File: src/rtl/branch_predictor_sat.sv
// PC-indexed saturating-counter branch predictor.
// Bimodal or gshare indexing with speculative GHR and EX-side repair.
module branch_predictor_sat #(
  parameter int PC_WIDTH   = 32,
  parameter int INDEX_BITS = 4,
  parameter int CTR_BITS   = 2,
  parameter int GHR_BITS   = 4,
  parameter int MODE       = 0
) (
  input  logic                clk,
  input  logic                rst_n,
  input  logic                if_valid,
  input  logic [PC_WIDTH-1:0] if_pc,
  output logic                pred_valid,
  output logic                pred_taken,
  output logic [GHR_BITS-1:0] pred_ghr,
  input  logic                branchex,
  input  logic [PC_WIDTH-1:0] ex_pc,
  input  logic [GHR_BITS-1:0] ex_ghr,
  input  logic                ex_pred,
  input  logic                outcome,
  output logic                mispredict,
  output logic [31:0]         branch_count,
  output logic [31:0]         miss_count
);

  localparam int ENTRIES = 1 << INDEX_BITS;
  localparam logic [CTR_BITS-1:0] CTR_INIT =
    CTR_BITS'((1 << (CTR_BITS - 1)) - 1);
  localparam logic [CTR_BITS-1:0] CTR_MAX = '1;

  if (INDEX_BITS < 1 || PC_WIDTH < INDEX_BITS + 2) begin : g_bad_index
    $error("INDEX_BITS must be >=1 and fit in PC_WIDTH-2");
  end
  if (GHR_BITS < 1 || GHR_BITS > INDEX_BITS) begin : g_bad_ghr
    $error("GHR_BITS must be in 1..INDEX_BITS");
  end
  if (CTR_BITS < 1) begin : g_bad_ctr
    $error("CTR_BITS must be >=1");
  end

  function automatic logic [INDEX_BITS-1:0] idx_f(
    input logic [PC_WIDTH-1:0] pc,
    input logic [GHR_BITS-1:0] g
  );
    logic [INDEX_BITS-1:0] gx;
    gx = (MODE != 0) ? INDEX_BITS'(g) : '0;
    return pc[INDEX_BITS+1:2] ^ gx;
  endfunction

  // Works for GHR_BITS == 1 where a [GHR_BITS-2:0] slice would not exist.
  function automatic logic [GHR_BITS-1:0] shift_f(
    input logic [GHR_BITS-1:0] g,
    input logic                b
  );
    logic [GHR_BITS:0] t;
    t = {g, b};
    return t[GHR_BITS-1:0];
  endfunction

  logic [CTR_BITS-1:0]   ctr [ENTRIES];
  logic [GHR_BITS-1:0]   ghr;
  logic [INDEX_BITS-1:0] lk_idx;
  logic [INDEX_BITS-1:0] tr_idx;
  logic                  lk_bit;
  logic                  miss;
  logic                  unused_pc;

  assign lk_idx    = idx_f(if_pc, ghr);
  assign tr_idx    = idx_f(ex_pc, ex_ghr);
  assign lk_bit    = ctr[lk_idx][CTR_BITS-1];
  assign miss      = branchex && (ex_pred != outcome);
  assign unused_pc = ^{if_pc, ex_pc};

  always_ff @(posedge clk or negedge rst_n) begin
    if (!rst_n) begin
      for (int i = 0; i < ENTRIES; i++) begin
        ctr[i] <= CTR_INIT;
      end
    end else if (branchex) begin
      if (outcome && ctr[tr_idx] != CTR_MAX) begin
        ctr[tr_idx] <= ctr[tr_idx] + 1'b1;
      end else if (!outcome && ctr[tr_idx] != '0) begin
        ctr[tr_idx] <= ctr[tr_idx] - 1'b1;
      end
    end
  end

  // Repair from EX outranks the speculative fetch-side shift.
  always_ff @(posedge clk or negedge rst_n) begin
    if (!rst_n) begin
      ghr <= '0;
    end else if (miss) begin
      ghr <= shift_f(ex_ghr, outcome);
    end else if (if_valid) begin
      ghr <= shift_f(ghr, lk_bit);
    end
  end

  always_ff @(posedge clk or negedge rst_n) begin
    if (!rst_n) begin
      pred_valid <= 1'b0;
      pred_taken <= 1'b0;
      pred_ghr   <= '0;
    end else begin
      pred_valid <= if_valid;
      if (if_valid) begin
        pred_taken <= lk_bit;
        pred_ghr   <= ghr;
      end
    end
  end

  always_ff @(posedge clk or negedge rst_n) begin
    if (!rst_n) begin
      mispredict   <= 1'b0;
      branch_count <= '0;
      miss_count   <= '0;
    end else begin
      mispredict <= miss;
      if (branchex && branch_count != '1) begin
        branch_count <= branch_count + 32'd1;
      end
      if (miss && miss_count != '1) begin
        miss_count <= miss_count + 32'd1;
      end
    end
  end

endmodule

File: config.mk
export PLATFORM = sky130hd
export DESIGN_NAME = branch_predictor_sat
export DESIGN_NICKNAME = d
export VERILOG_FILES = /design/src/rtl/branch_predictor_sat.sv
export SDC_FILE = /design/constraint.sdc
export NUM_CORES = 1
export LEC_CHECK = 0
export ABC_CLOCK_PERIOD_IN_PS = 3850
export BUFFER_PORTS_ARGS = -buffer_cell sky130_fd_sc_hd__buf_2
export CORE_ASPECT_RATIO = 1.1
export CORE_MARGIN = 3
export CORE_UTILIZATION = 53
export CTS_CLUSTER_SIZE = 28
export DETAILED_ROUTE_END_ITERATION = 10
export PLACE_DENSITY = 0.89
export RECOVER_POWER = 100
export SLEW_MARGIN = 40
export SYNTH_ARGS = -nofsm -noshare
export SYNTH_HDL_FRONTEND = slang
export SYNTH_SLANG_ARGS = --single-unit
File: constraint.sdc
create_clock -name clk -period 3.85 [get_ports clk]
set_input_delay 0.77 -clock clk [delete_from_list [all_inputs] [get_ports clk]]
set_output_delay 0.77 -clock clk [all_outputs]
set_load 0.01 [all_outputs]
==> run metrics <==
FF-to-FF Start ctr[15]; clk_lat worst skew 0.38 ns; vias in the first global route 4030; largest net degree at the start of global routing 94; worst reg2reg path depth 8; Ports 145; status finished, violations left; max-slew headroom at the worst pin -6.407%; row count 37; flop-to-flop setup slack 0.78 ns; slowest cell on the critical path mux2_2; Comb pwr share 25.0%; Clock Power Share 23.6%; # Post-CTS Setup Buffers 0; Max-Cap Viols 1; average via count per standard cell 5.852; initial antenna violation count 0; count of cells resized by post-cts repair 0; CTS Hold Bufs 0; Worst-Margin Slew 1.596 ns; Seq/Total Area, Yosys 50.86%; synthesized instance count 454; drt total wl 11.43 mm; Worst VDD drop 0.3085 mV; CP required 4.11 ns; final-report setup violation count 0; Worst Hold Class reg -> reg; remaining global-route overflow 0; Post-synth top flop dfrtp_1; CP endpoint kind flip-flop; Top cell by count, worst path mux2_2; Critical R2R Capture ctr[7]; kind of start point of the critical path primary input; clk slew on worst S/H paths 0.09 ns; pwr dens 538.5 nW/µm²; Int Pwr 2227 µW; Setup crit end ctr[7]; unrepaired setup endpoints after global routing no; first-pass GRT wire length 19.05 mm; DRC Markers 0; final hold viol count 0; critical path class in -> reg; initial drt markers 176; Fmax achieved 0.2923 GHz; Root Driver clkbuf_8; Detail Placement HPWL 8.402 mm; WL per Instance 16.95 µm; nets@finish 630; share of layout cells above drive strength 1 19.21%; CP Cell Sequence buf_2, mux2_2, o21ai_0, mux4_2, inv_1, ha_1, nor2b_1, o21a_1, nor3b_1, and3_1, mux2_2; synth unique cells 49; GPL Wtd Cong 0.8662; ys async rst share 100.0%; Seq cells post-synth 107; # port buffers 87; CTS Buffer Depth 2; Initial Utilization 55.62%; Cell Area, Synth 5304 µm²; CP startpoint ex_pc[3]; Die Wd 101.4 µm; yosys warns 0; violated checks max-capacitance violations, max-slew violations; Max Slew Vio Count 70; Mean Syn Cell Area 11.68 µm²; DIE HEIGHT 110.9 µm; total leakage power 0.002568 µW; CTS sink count 107; die footprint 11250 µm²; post-route ant nets 0; number of synthesized flops with an enable pin 0; layout overhead on the synthesized area 12.57%; Setup TNS 0 ns; TritonCTS clock tree yes; slowest stage delay, CP 0.38 ns; crit-path max FO 16; FILL cells 804; WP data arrival 3.68 ns; Sw Share 30.72%; P_sw 987.6 µW; fin crit share 88.86%; # diodes 0; total core area 9537 µm²; clk_skew 0.01492 ns; drt pass-1 iters 6; Vias 3944; H-tree level count 3; Tmin final 3.421 ns; Net Count, Synth 532; power consumption 3215 µW; sequential share of power 51.4%; CTS buffer count 9; global-route usage over all layers 20.98%
Yosys cell counts (all sizes together) (2+ instances only):
cell	count	area [µm²]
a21oi	3	15.01
a31oi	2	12.51
and2	5	31.28
and3	11	68.82
and4	6	52.55
buf	5	28.77
clkbuf	5	18.77
dfrtp	91	2277
dfstp	16	420.4
ha	4	50.05
inv	8	30.03
mux2	43	488.0
mux2i	7	70.07
mux4	10	225.2
nand2	35	131.4
nand2b	3	18.77
nand3	26	130.1
nand3b	6	48.80
nand4	22	143.9
nor2	32	122.6
nor3	20	111.4
nor3b	2	20.02
nor4	7	80.07
o21ai	10	53.80
xnor2	32	280.3
xor2	31	271.5
critical path, delay by kind of cell:
kind,cells,cell delay [ns]
adder cells (fa/ha/maj),1,0.18
AO/OA/AOI/OAI,2,0.51
buffers and inverters,2,0.38
AND/OR/NAND/NOR,3,0.79
multiplexers,3,1.07
per-stage QoR:
step           area [µm²]  hold WS (ns)  instances  util (%)  setup WS, ns
6_report             5971        0.4979        674     62.61        0.4290
5_1_grt              5971        0.5293        674     62.61        0.3057
4_1_cts              6138        0.4777        673     64.37        0.4497
3_5_place_dp         5919        0.4791        657     62.07       0.05689
3_3_place_gp         5908        0.4796        657     61.95        0.1619
2_1_floorplan        5304        0.4744        454         -        0.4049
power groups by stage:
stage / Combinational (µW) / Sequential, µW / Clock [µW]
finish: 804 / 1650 / 760
global route: 882 / 1690 / 815
CTS: 851 / 1650 / 771
detailed placement: 848 / 1670 / 0
global placement: 793 / 1640 / 0
floorplan: 534 / 1650 / 0
how the worst min path moves through the flow:
stage / from / end / depth (start not counted) / slack, ns
floorplan: rst_n / branch_count[0] / 0 / 0.47
global placement: miss_count[17] / miss_count[17] / 1 / 0.48
detailed placement: miss_count[31] / miss_count[31] / 1 / 0.48
CTS: rst_n / miss_count[12] / 1 / 0.48
global route: miss_count[31] / miss_count[31] / 1 / 0.53
finish: miss_count[31] / miss_count[31] / 1 / 0.50
layout make-up:
class | count | area, µm² | share of cell area (%)
flip-flops and latches | 107 | 2698 | 45.18
multi-input cells | 328 | 2464 | 41.26
repair buffers | 97 | 410.4 | 6.873
well taps | 117 | 146.4 | 2.452
clock buffers | 11 | 141.4 | 2.368
clock inverters | 5 | 77.57 | 1.299
inverters | 9 | 33.78 | 0.5658
kinds of logic (layout without fill, tap and decap cells):
logic type               count (synthesis)  in the layout  share of synthesized area (%)
AO/OA/AOI/OAI                           22             22                          2.831
XOR/XNOR                                63             63                          10.40
adder cells (fa/ha/maj)                  4              4                         0.9437
buffers and inverters                   19            122                          1.533
flip-flops                             107            107                          50.86
multiplexers                            60             60                          14.77
AND/OR/NAND/NOR                        179            179                          18.66
metal layers:
layer | vias up | share of wire (%) | global-route usage [%]
met4 | 0 | 2.6 | 9.220
met1 | 1955 | 41 | 26.60
met2 | 134 | 52 | 34.95
met5 | - | 0 | 0
met3 | 30 | 5.3 | 3.398
li1 | 1825 | - | -
cells in the final DEF, fill, tap and decap left out, types with 2 or more instances in the layout:
cell type | netlist | layout
o21ai_0 | 9 | 10
mux2_1 | 0 | 2
bufinv_16 | 0 | 2
clkbuf_1 | 5 | 77
inv_1 | 8 | 8
mux2i_1 | 7 | 7
nand4_1 | 21 | 22
mux4_2 | 10 | 10
nand2b_1 | 3 | 3
nand3b_1 | 5 | 5
nor2_1 | 31 | 32
dfstp_2 | 16 | 16
buf_4 | 2 | 8
ha_1 | 4 | 4
nor3_1 | 19 | 20
buf_2 | 2 | 12
nor3b_1 | 1 | 2
nand2_1 | 35 | 35
mux2_2 | 42 | 41
nand3_1 | 26 | 26
xnor2_1 | 32 | 31
and3_1 | 11 | 11
and4_1 | 6 | 6
a31oi_1 | 2 | 2
clkbuf_8 | 0 | 10
dfrtp_1 | 91 | 91
clkinv_2 | 0 | 2
and2_1 | 5 | 5
xor2_1 | 31 | 31
nor4_1 | 4 | 6
a21oi_1 | 3 | 3
Power figures use the tool's default switching activity.
